[config.mk]
export PLATFORM = sky130hd
export DESIGN_NAME = sd_cmd_tx
export DESIGN_NICKNAME = d
export VERILOG_FILES = /design/src/rtl/sd_cmd_tx.sv
export SDC_FILE = /design/constraint.sdc
export NUM_CORES = 1
export LEC_CHECK = 0
export CAP_MARGIN = 20
export CORE_ASPECT_RATIO = 0.8
export CORE_MARGIN = 10
export CORE_UTILIZATION = 53
export CTS_CLUSTER_SIZE = 12
export DETAILED_ROUTE_END_ITERATION = 6
export PLACE_DENSITY = 0.79
export SETUP_SLACK_MARGIN = 0.02
export SLEW_MARGIN = 10
export SYNTH_ARGS = -nofsm -noshare
export SYNTH_HDL_FRONTEND = slang
export SYNTH_SLANG_ARGS = --single-unit
[constraint.sdc]
create_clock -name clk -period 2.45 [get_ports clk]
set_input_delay 0.6125 -clock clk [delete_from_list [all_inputs] [get_ports clk]]
set_output_delay 0.6125 -clock clk [all_outputs]
set_load 0.005 [all_outputs]
[src/rtl/sd_cmd_tx.sv]
// SD-bus command transmitter: shifts one 48-bit command frame onto the CMD
// line, one bit per tick, computing CRC7 serially. After the end bit the line
// is released for POST_BITS ticks, then done pulses and ready returns.
module sd_cmd_tx #(
  parameter int POST_BITS = 8
) (
  input  logic        clk,
  input  logic        reset,
  input  logic        tick,
  input  logic        start,
  input  logic [5:0]  cmd_index,
  input  logic [31:0] cmd_arg,
  output logic        ready,
  output logic        cmd_out,
  output logic        cmd_oe,
  output logic        done
);

  localparam int GAP_W = (POST_BITS > 0) ? $clog2(POST_BITS + 1) : 1;
  localparam logic [GAP_W-1:0] GAP_LAST = GAP_W'((POST_BITS > 0) ? POST_BITS - 1 : 0);

  typedef enum logic [2:0] {S_IDLE, S_ARM, S_DATA, S_CRC, S_END, S_GAP} state_t;

  state_t             r_state;
  state_t             w_state_next;
  logic [39:0]        r_shift;
  logic [6:0]         r_crc;
  logic [5:0]         r_bit_cnt;   // frame bits already driven
  logic [GAP_W-1:0]   r_gap_cnt;
  logic               r_ready, r_out, r_oe, r_done;
  logic               w_ready_next, w_out_next, w_oe_next, w_done_next;
  logic               w_accept;
  logic               w_crc_fb;
  logic [6:0]         w_crc_upd;
  logic               w_payload_tick;

  // A start in the done cycle is refused so the host sees done before re-arming.
  assign w_accept       = (r_state == S_IDLE) && start && !r_done;
  assign w_crc_fb       = r_shift[39] ^ r_crc[6];
  assign w_crc_upd      = {r_crc[5:0], 1'b0} ^ {3'b000, w_crc_fb, 2'b00, w_crc_fb};
  assign w_payload_tick = tick && ((r_state == S_ARM) || (r_state == S_DATA)) &&
                          (r_bit_cnt < 6'd40);

  // State register.
  always_ff @(posedge clk or posedge reset) begin
    if (reset) r_state <= S_IDLE;
    else       r_state <= w_state_next;
  end

  // Next-state logic: every transition past ARM is paced by tick.
  always_comb begin
    w_state_next = r_state;
    case (r_state)
      S_IDLE: if (w_accept) w_state_next = S_ARM;
      S_ARM:  if (tick) w_state_next = S_DATA;
      S_DATA: if (tick && r_bit_cnt == 6'd40) w_state_next = S_CRC;
      S_CRC:  if (tick && r_bit_cnt == 6'd47) w_state_next = S_END;
      S_END:  if (tick) w_state_next = (POST_BITS == 0) ? S_IDLE : S_GAP;
      S_GAP:  if (tick && r_gap_cnt == GAP_LAST) w_state_next = S_IDLE;
      default: w_state_next = S_IDLE;
    endcase
  end

  // Output logic: next values of the registered line/handshake outputs.
  always_comb begin
    w_ready_next = r_ready;
    w_out_next   = r_out;
    w_oe_next    = r_oe;
    w_done_next  = 1'b0;
    case (r_state)
      S_IDLE: if (w_accept) begin
        w_ready_next = 1'b0;
        w_oe_next    = 1'b1;
        w_out_next   = 1'b1;
      end
      S_ARM:  if (tick) w_out_next = r_shift[39];
      // Once all 40 payload bits are out, the CRC is final and its MSB follows.
      S_DATA: if (tick) w_out_next = (r_bit_cnt == 6'd40) ? r_crc[6] : r_shift[39];
      S_CRC:  if (tick) w_out_next = (r_bit_cnt == 6'd47) ? 1'b1 : r_crc[6];
      S_END:  if (tick) begin
        w_oe_next  = 1'b0;
        w_out_next = 1'b1;
        if (POST_BITS == 0) begin
          w_done_next  = 1'b1;
          w_ready_next = 1'b1;
        end
      end
      S_GAP:  if (tick && r_gap_cnt == GAP_LAST) begin
        w_done_next  = 1'b1;
        w_ready_next = 1'b1;
      end
      default: ;
    endcase
  end

  // Output registers.
  always_ff @(posedge clk or posedge reset) begin
    if (reset) begin
      r_ready <= 1'b1;
      r_out   <= 1'b1;
      r_oe    <= 1'b0;
      r_done  <= 1'b0;
    end else begin
      r_ready <= w_ready_next;
      r_out   <= w_out_next;
      r_oe    <= w_oe_next;
      r_done  <= w_done_next;
    end
  end

  // Datapath: payload shifter, serial CRC7, bit and gap counters.
  always_ff @(posedge clk or posedge reset) begin
    if (reset) begin
      r_shift   <= '0;
      r_crc     <= '0;
      r_bit_cnt <= '0;
      r_gap_cnt <= '0;
    end else if (w_accept) begin
      r_shift   <= {2'b01, cmd_index, cmd_arg};
      r_crc     <= '0;
      r_bit_cnt <= '0;
    end else if (w_payload_tick) begin
      r_shift   <= {r_shift[38:0], 1'b0};
      r_crc     <= w_crc_upd;
      r_bit_cnt <= r_bit_cnt + 6'd1;
    end else if (tick && (r_state == S_DATA || r_state == S_CRC)) begin
      r_crc     <= {r_crc[5:0], 1'b0};
      r_bit_cnt <= r_bit_cnt + 6'd1;
    end else if (tick && r_state == S_END) begin
      r_gap_cnt <= '0;
    end else if (tick && r_state == S_GAP) begin
      r_gap_cnt <= r_gap_cnt + GAP_W'(1);
    end
  end

  assign ready   = r_ready;
  assign cmd_out = r_out;
  assign cmd_oe  = r_oe;
  assign done    = r_done;

endmodule
==> results of run 1 <==
==> synthesized netlist by cell type (2+ instances only) <==
library cell	number
a22o_1	7
a21o_1	2
dfstp_2	2
nor2b_1	2
xnor2_1	2
o21ai_0	13
buf_2	9
or3_1	3
nor3_1	3
a22oi_1	37
ha_1	3
nand3b_1	2
a211oi_1	3
inv_1	6
buf_4	9
a21oi_1	7
nand2_1	94
nor2_1	9
o31ai_1	3
xor2_1	2
nand2b_1	3
nand3_1	5
and2_1	2
dfrtp_1	62
==> report_power, final <==
group	internal [mW]	leakage, nW	total, mW	switching [mW]
sequential	1.43	0.840	1.72	0.290
combinational	0.399	0.798	0.835	0.436
clock	0.595	0.112	0.993	0.399
total	2.43	1.75	3.55	1.12
==> worst paths after layout <==
path | cells past startpoint | to | from | slack [ns]
hold reg to reg | 2 | r_shift[26] | r_shift[26] | 0.47
hold / removal | 2 | r_shift[26] | r_shift[26] | 0.47
max in group asynchronous | 3 | cmd_out | reset | 1.30
min in group asynchronous | 2 | r_shift[16] | reset | 0.57
setup / recovery | 1 | cmd_out | cmd_out | 0.48
setup reg to reg | 5 | r_bit_cnt[3] | r_state[1] | 0.66
==> sequential cells by signal, indices dropped and copies added (netlist names) <==
register and cells:
ready 1, cmd_out 1, r_gap_cnt 4, r_shift 40, cmd_oe 1, r_crc 7
r_bit_cnt 6, done 1, r_state 3
==> logic make-up after synthesis <==
family / after synthesis / share of synthesized area [%]
AOI/OAI and AO/OA: 80 / 19.2
buffers and inverters: 25 / 4.65
and+or+nand+nor: 133 / 20.0
xor gates and xnor gates: 4 / 1.17
adders and majority gates: 3 / 1.26
DFF: 64 / 53.8
==> metal layers <==
metal  vias up  GRT usage [%]  wire (µm)
met3         6           6.21        273
li1       1178              -          -
met4         0           5.30         68
met2        56           23.2       2860
met5         -              0          0
met1      1123           19.3       3170
==> cell type report <==
class	instances	area share (%)
Clock buffer	10	3.66
Multi-Input combinational cell	220	33.0
Tap cell	78	2.60
Inverter	6	0.600
Sequential cell	64	42.7
Clock inverter	6	2.20
Timing Repair Buffer	56	15.2
==> metrics by stage <==
step / util, % / hold WS [ns]
finish: 68.7 / 0.475
global route: 68.7 / 0.501
CTS: 68.7 / 0.480
detailed placement: 64.7 / 0.463
global placement: 64.7 / 0.458
floorplan: - / 0.443
==> results.sh, run 1 <==
export IMPL_grt_total_usage_pct=15.3
export IMPL_setup_viol=0
export IMPL_wl_per_cell_um=14.5
export IMPL_mostFrequentLayoutCell="nand2_1"
export IMPL_final_hold_viol_count=0
export IMPL_ys_seq_elements=64
export IMPL_worstSkewPairLatency_ns=0.34
export IMPL_cp_slowest_cell="dfstp_2"
export IMPL_h_tree_depth=3
export IMPL_total_power_mw=3.55
export IMPL_cts_tree="done"
export IMPL_final_cell_mix="nand2_1, dfrtp_1, clkdlybuf4s50_1"
export IMPL_path_buf_inv=1
export IMPL_area_growth_pct=25.9
export IMPL_vias_per_cell=5.37
export IMPL_synth_edf_count=0
export IMPL_rows=24
export IMPL_cpLargestDelayFamily="flip-flops"
export IMPL_fin_tns_setup_ns=0
export IMPL_ctsResizeCount=0
export IMPL_slew_violations=0
export IMPL_cap_violations=0
export IMPL_pwr_density_cell_mw_per_mm2=946
export IMPL_diodes=0
export IMPL_cts_buffers=9
export IMPL_holdBufCountCts=0
export IMPL_slew_headroom_pct=64.2
export IMPL_die_x_um=104
export IMPL_cts_buffer_depth=2
export IMPL_layout_nets=402
export IMPL_dp_cells=424
export IMPL_grt_max_degree=43
export IMPL_critical_path_endpoint_type="primary output"
export IMPL_fin_crit_sh_pct=80.6
export IMPL_fin_area_mm2=0.00376
export IMPL_netlist_area_mm2=0.00298
export IMPL_post_dp_hpwl_um=4520
export IMPL_wl_um=6380
export IMPL_die_h_um=87.1
export IMPL_fmaxAchievable_mhz=507
export IMPL_avgSynthCellArea_um2=9.66
export IMPL_dieArea_mm2=0.00905
export IMPL_drive_gt1_share_pct=9.94
export IMPL_ant_nets=0
export IMPL_yosysSeqAreaShare_pct=53.8
export IMPL_initial_core_util_pct=54.6
export IMPL_outcome="finished, final reports clean"
export IMPL_arrival_ns=1.36
export IMPL_ioPinCount=46
export IMPL_place_area_mm2=0.00354
export IMPL_drtIter0Drc=144
export IMPL_rsz0062_at_grt="false"
export IMPL_syn_inst=309
export IMPL_synthArstFlopShare_pct=100
export IMPL_core_mm2=0.00547
export IMPL_cp_slowest_stage_delay_ns=0.53
export IMPL_max_vdd_ir_drop_mv=0.424
export IMPL_crit_fanout=2
export IMPL_dr_pass1_iters=4
export IMPL_path_clk_slew_ns=0.07
export IMPL_finClkSkew_ns=0.00837
export IMPL_worstSetupPathType="register to primary output"
export IMPL_fill_cells=449
export IMPL_finalWorstSetupSlack_ns=0.476
export IMPL_grt_pass1_vias=2466
export IMPL_drc=0
export IMPL_dp_slack_ns=0.221
export IMPL_ys_warn_count=0
export IMPL_grt_pass1_wl_um=11300
export IMPL_cts_sinks=64
export IMPL_io_buffers=45
export IMPL_gp_congestion=0.863
export IMPL_multiInputGateArea_mm2=0.00124
export IMPL_synth_top_flop_cell="dfrtp_1"
export IMPL_hold_path_class="register to register"
export IMPL_seq_area_mm2=0.00160
export IMPL_synthDistinctLibCells=43
export IMPL_synth_nets=354
export IMPL_cts_root_buffer="clkbuf_8"
export IMPL_vias=2363
export IMPL_grt_overflow_total=0
export IMPL_tightest_slew_ns=0.537
export IMPL_cp_cell_sequence="clkdlybuf4s50_1"
export IMPL_antenna_found_initial=0
export IMPL_synth_top_area_cell="dfrtp_1"
export IMPL_yosys_top_cells_area="dfrtp_1, nand2_1, a22oi_1"
export IMPL_cts_setup_buffers=0
export IMPL_fin_crit_ns=1.97
export IMPL_final_cells=440
export IMPL_start_kind="register"
export IMPL_crit_required_ns=1.84
export IMPL_leakage_nw=1.75
export IMPL_synth_top_area_share_pct=52.0
Power figures use the tool's default switching activity.
==> inputs of run 2 (changes only) <==
- clock period: 2.45 -> 2.05 ns (I/O delays scaled with it)
==> results.sh, run 2 (synthesis results as in run 1) <==
export IMPL_vias=2448
export IMPL_finClkSkew_ns=0.00641
export IMPL_mostFrequentLayoutCell="nand2_1"
export IMPL_setup_viol=0
export IMPL_path_clk_slew_ns=0.07
export IMPL_combPwrFrac_pct=24.8
export IMPL_cp_cell_sequence="clkdlybuf4s50_1"
export IMPL_ctsResizeCount=0
export IMPL_cp_slowest_stage_delay_ns=0.54
export IMPL_grt_max_degree=43
export IMPL_multiInputGateArea_mm2=0.00124
export IMPL_p_seq_share_pct=48.3
export IMPL_post_dp_hpwl_um=4680
export IMPL_fill_cells=428
export IMPL_grt_pass1_vias=2412
export IMPL_cts_buffers=9
export IMPL_hold_end="r_shift[21]"
export IMPL_leakage_nw=1.77
export IMPL_largest_register_ffs=40
export IMPL_die_h_um=87.1
export IMPL_slew_violations=0
export IMPL_hold_start="r_shift[21]"
export IMPL_rows=24
export IMPL_dp_slack_ns=-0.0377
export IMPL_drtIter0Drc=131
export IMPL_cpLargestDelayFamily="flip-flops"
export IMPL_holdBufCountCts=0
export IMPL_r2r_slack_ns=0.24
export IMPL_diodes=0
export IMPL_cts_buffer_depth=2
export IMPL_swShare_pct=32.0
export IMPL_grt_total_usage_pct=15.8
export IMPL_final_cell_mix="nand2_1, dfrtp_1, clkdlybuf4s50_1"
export IMPL_critical_path_endpoint_type="primary output"
export IMPL_arrival_ns=1.39
export IMPL_wl_um=6750
export IMPL_drive_gt1_share_pct=10.7
export IMPL_cts_sinks=64
export IMPL_wl_per_cell_um=15.2
export IMPL_worstSkewPairLatency_ns=0.35
export IMPL_cap_violations=0
export IMPL_total_power_mw=4.24
export IMPL_dr_pass1_iters=4
export IMPL_dieArea_mm2=0.00905
export IMPL_core_mm2=0.00547
export IMPL_drc=0
export IMPL_outcome="finished, final reports clean"
export IMPL_top_regs="r_shift (40), r_crc (7), r_bit_cnt (6)"
export IMPL_fmaxAchievable_mhz=526
export IMPL_max_vdd_ir_drop_mv=0.543
export IMPL_top_layer_used="met4"
export IMPL_hold_depth=2
export IMPL_fin_tns_setup_ns=0
export IMPL_met3WireLength_um=417
export IMPL_p_sw_mw=1.36
export IMPL_area_growth_pct=26.6
export IMPL_hold_path_class="register to register"
export IMPL_cts_setup_buffers=0
export IMPL_rsz0062_at_grt="false"
export IMPL_cp_depth=1
export IMPL_timing_rr_end="r_bit_cnt[2]"
export IMPL_layout_nets=406
export IMPL_grt_overflow_total=0
export IMPL_seq_area_mm2=0.00160
export IMPL_crit_fanout=2
export IMPL_antenna_found_initial=0
export IMPL_largest_register="r_shift"
export IMPL_io_buffers=45
export IMPL_cts_tree="done"
export IMPL_p_clk_share_pct=26.9
export IMPL_fin_area_mm2=0.00378
export IMPL_ant_nets=0
export IMPL_pwr_density_cell_mw_per_mm2=1120
export IMPL_internal_power_mw=2.88
export IMPL_fin_crit_sh_pct=92.7
export IMPL_worstSetupPathType="register to primary output"
export IMPL_cp_slowest_cell="dfstp_2"
export IMPL_ioPinCount=46
export IMPL_h_tree_depth=3
export IMPL_place_area_mm2=0.00357
export IMPL_rr_worst_depth=5
export IMPL_grt_pass1_wl_um=11600
export IMPL_path_buf_inv=1
export IMPL_crit_required_ns=1.54
export IMPL_final_hold_viol_count=0
export IMPL_tightest_slew_ns=0.535
export IMPL_start_kind="register"
export IMPL_cts_root_buffer="clkbuf_8"
export IMPL_initial_core_util_pct=54.6
export IMPL_gp_congestion=0.785
export IMPL_vias_per_cell=5.51
export IMPL_fin_crit_ns=1.90
export IMPL_die_x_um=104
export IMPL_reg2reg_from="r_state[1]"
export IMPL_finalWorstSetupSlack_ns=0.151
export IMPL_wl_met1_um=3220
export IMPL_slew_headroom_pct=64.3
export IMPL_route_met2_wl_um=3020
==> run 2: cell types whose count changed in the layout (fill, tap and decap cells not counted) <==
cell	before	now
buf_4	8	12
clkbuf_1	0	1
inv_2	1	0
clkinv_2	3	2
bufinv_16	2	1
clkbuf_8	10	12
==> run 2: worst max path at each step <==
stage                        from            to
after floorplan              tick  r_bit_cnt[3]
after global placement       tick  r_bit_cnt[5]
after detailed placement     tick  r_bit_cnt[2]
after CTS                 cmd_out       cmd_out
after global routing      cmd_out       cmd_out
final                     cmd_out       cmd_out
==> run 2: per-layer routing <==
layer	vias up	track usage, %
met5	-	0
met4	0	5.42
met3	11	5.99
met2	76	23.4
met1	1175	20.8
li1	1186	-
==> run 2: area by class of cell <==
| cell class | instances | share of cell area (%) |
|---|---|---|
| sequential | 64 | 42.5 |
| multi-input combinational | 220 | 32.8 |
| timing repair buffer | 60 | 15.9 |
| clock buffer | 13 | 4.47 |
| tap | 78 | 2.58 |
| clock inverter | 3 | 1.06 |
| inverter | 6 | 0.695 |
==> run 2: power by group through the flow <==
stage | registers [mW] | clock network (mW) | logic, mW
6_report | 2.05 | 1.14 | 1.05
5_1_grt | 2.11 | 1.23 | 1.21
4_1_cts | 2.04 | 1.16 | 1.06
3_5_place_dp | 2.06 | 0 | 1.06
3_3_place_gp | 2.04 | 0 | 1.00
2_1_floorplan | 1.96 | 0 | 0.769
==> run 2: metrics by stage <==
step           util (%)  cells  hold slack [ns]
2_1_floorplan         -    309            0.443
3_3_place_gp       65.3    428            0.458
3_5_place_dp       65.3    428            0.463
4_1_cts            69.1    444            0.479
5_1_grt            69.1    444            0.505
6_report           69.1    444            0.476
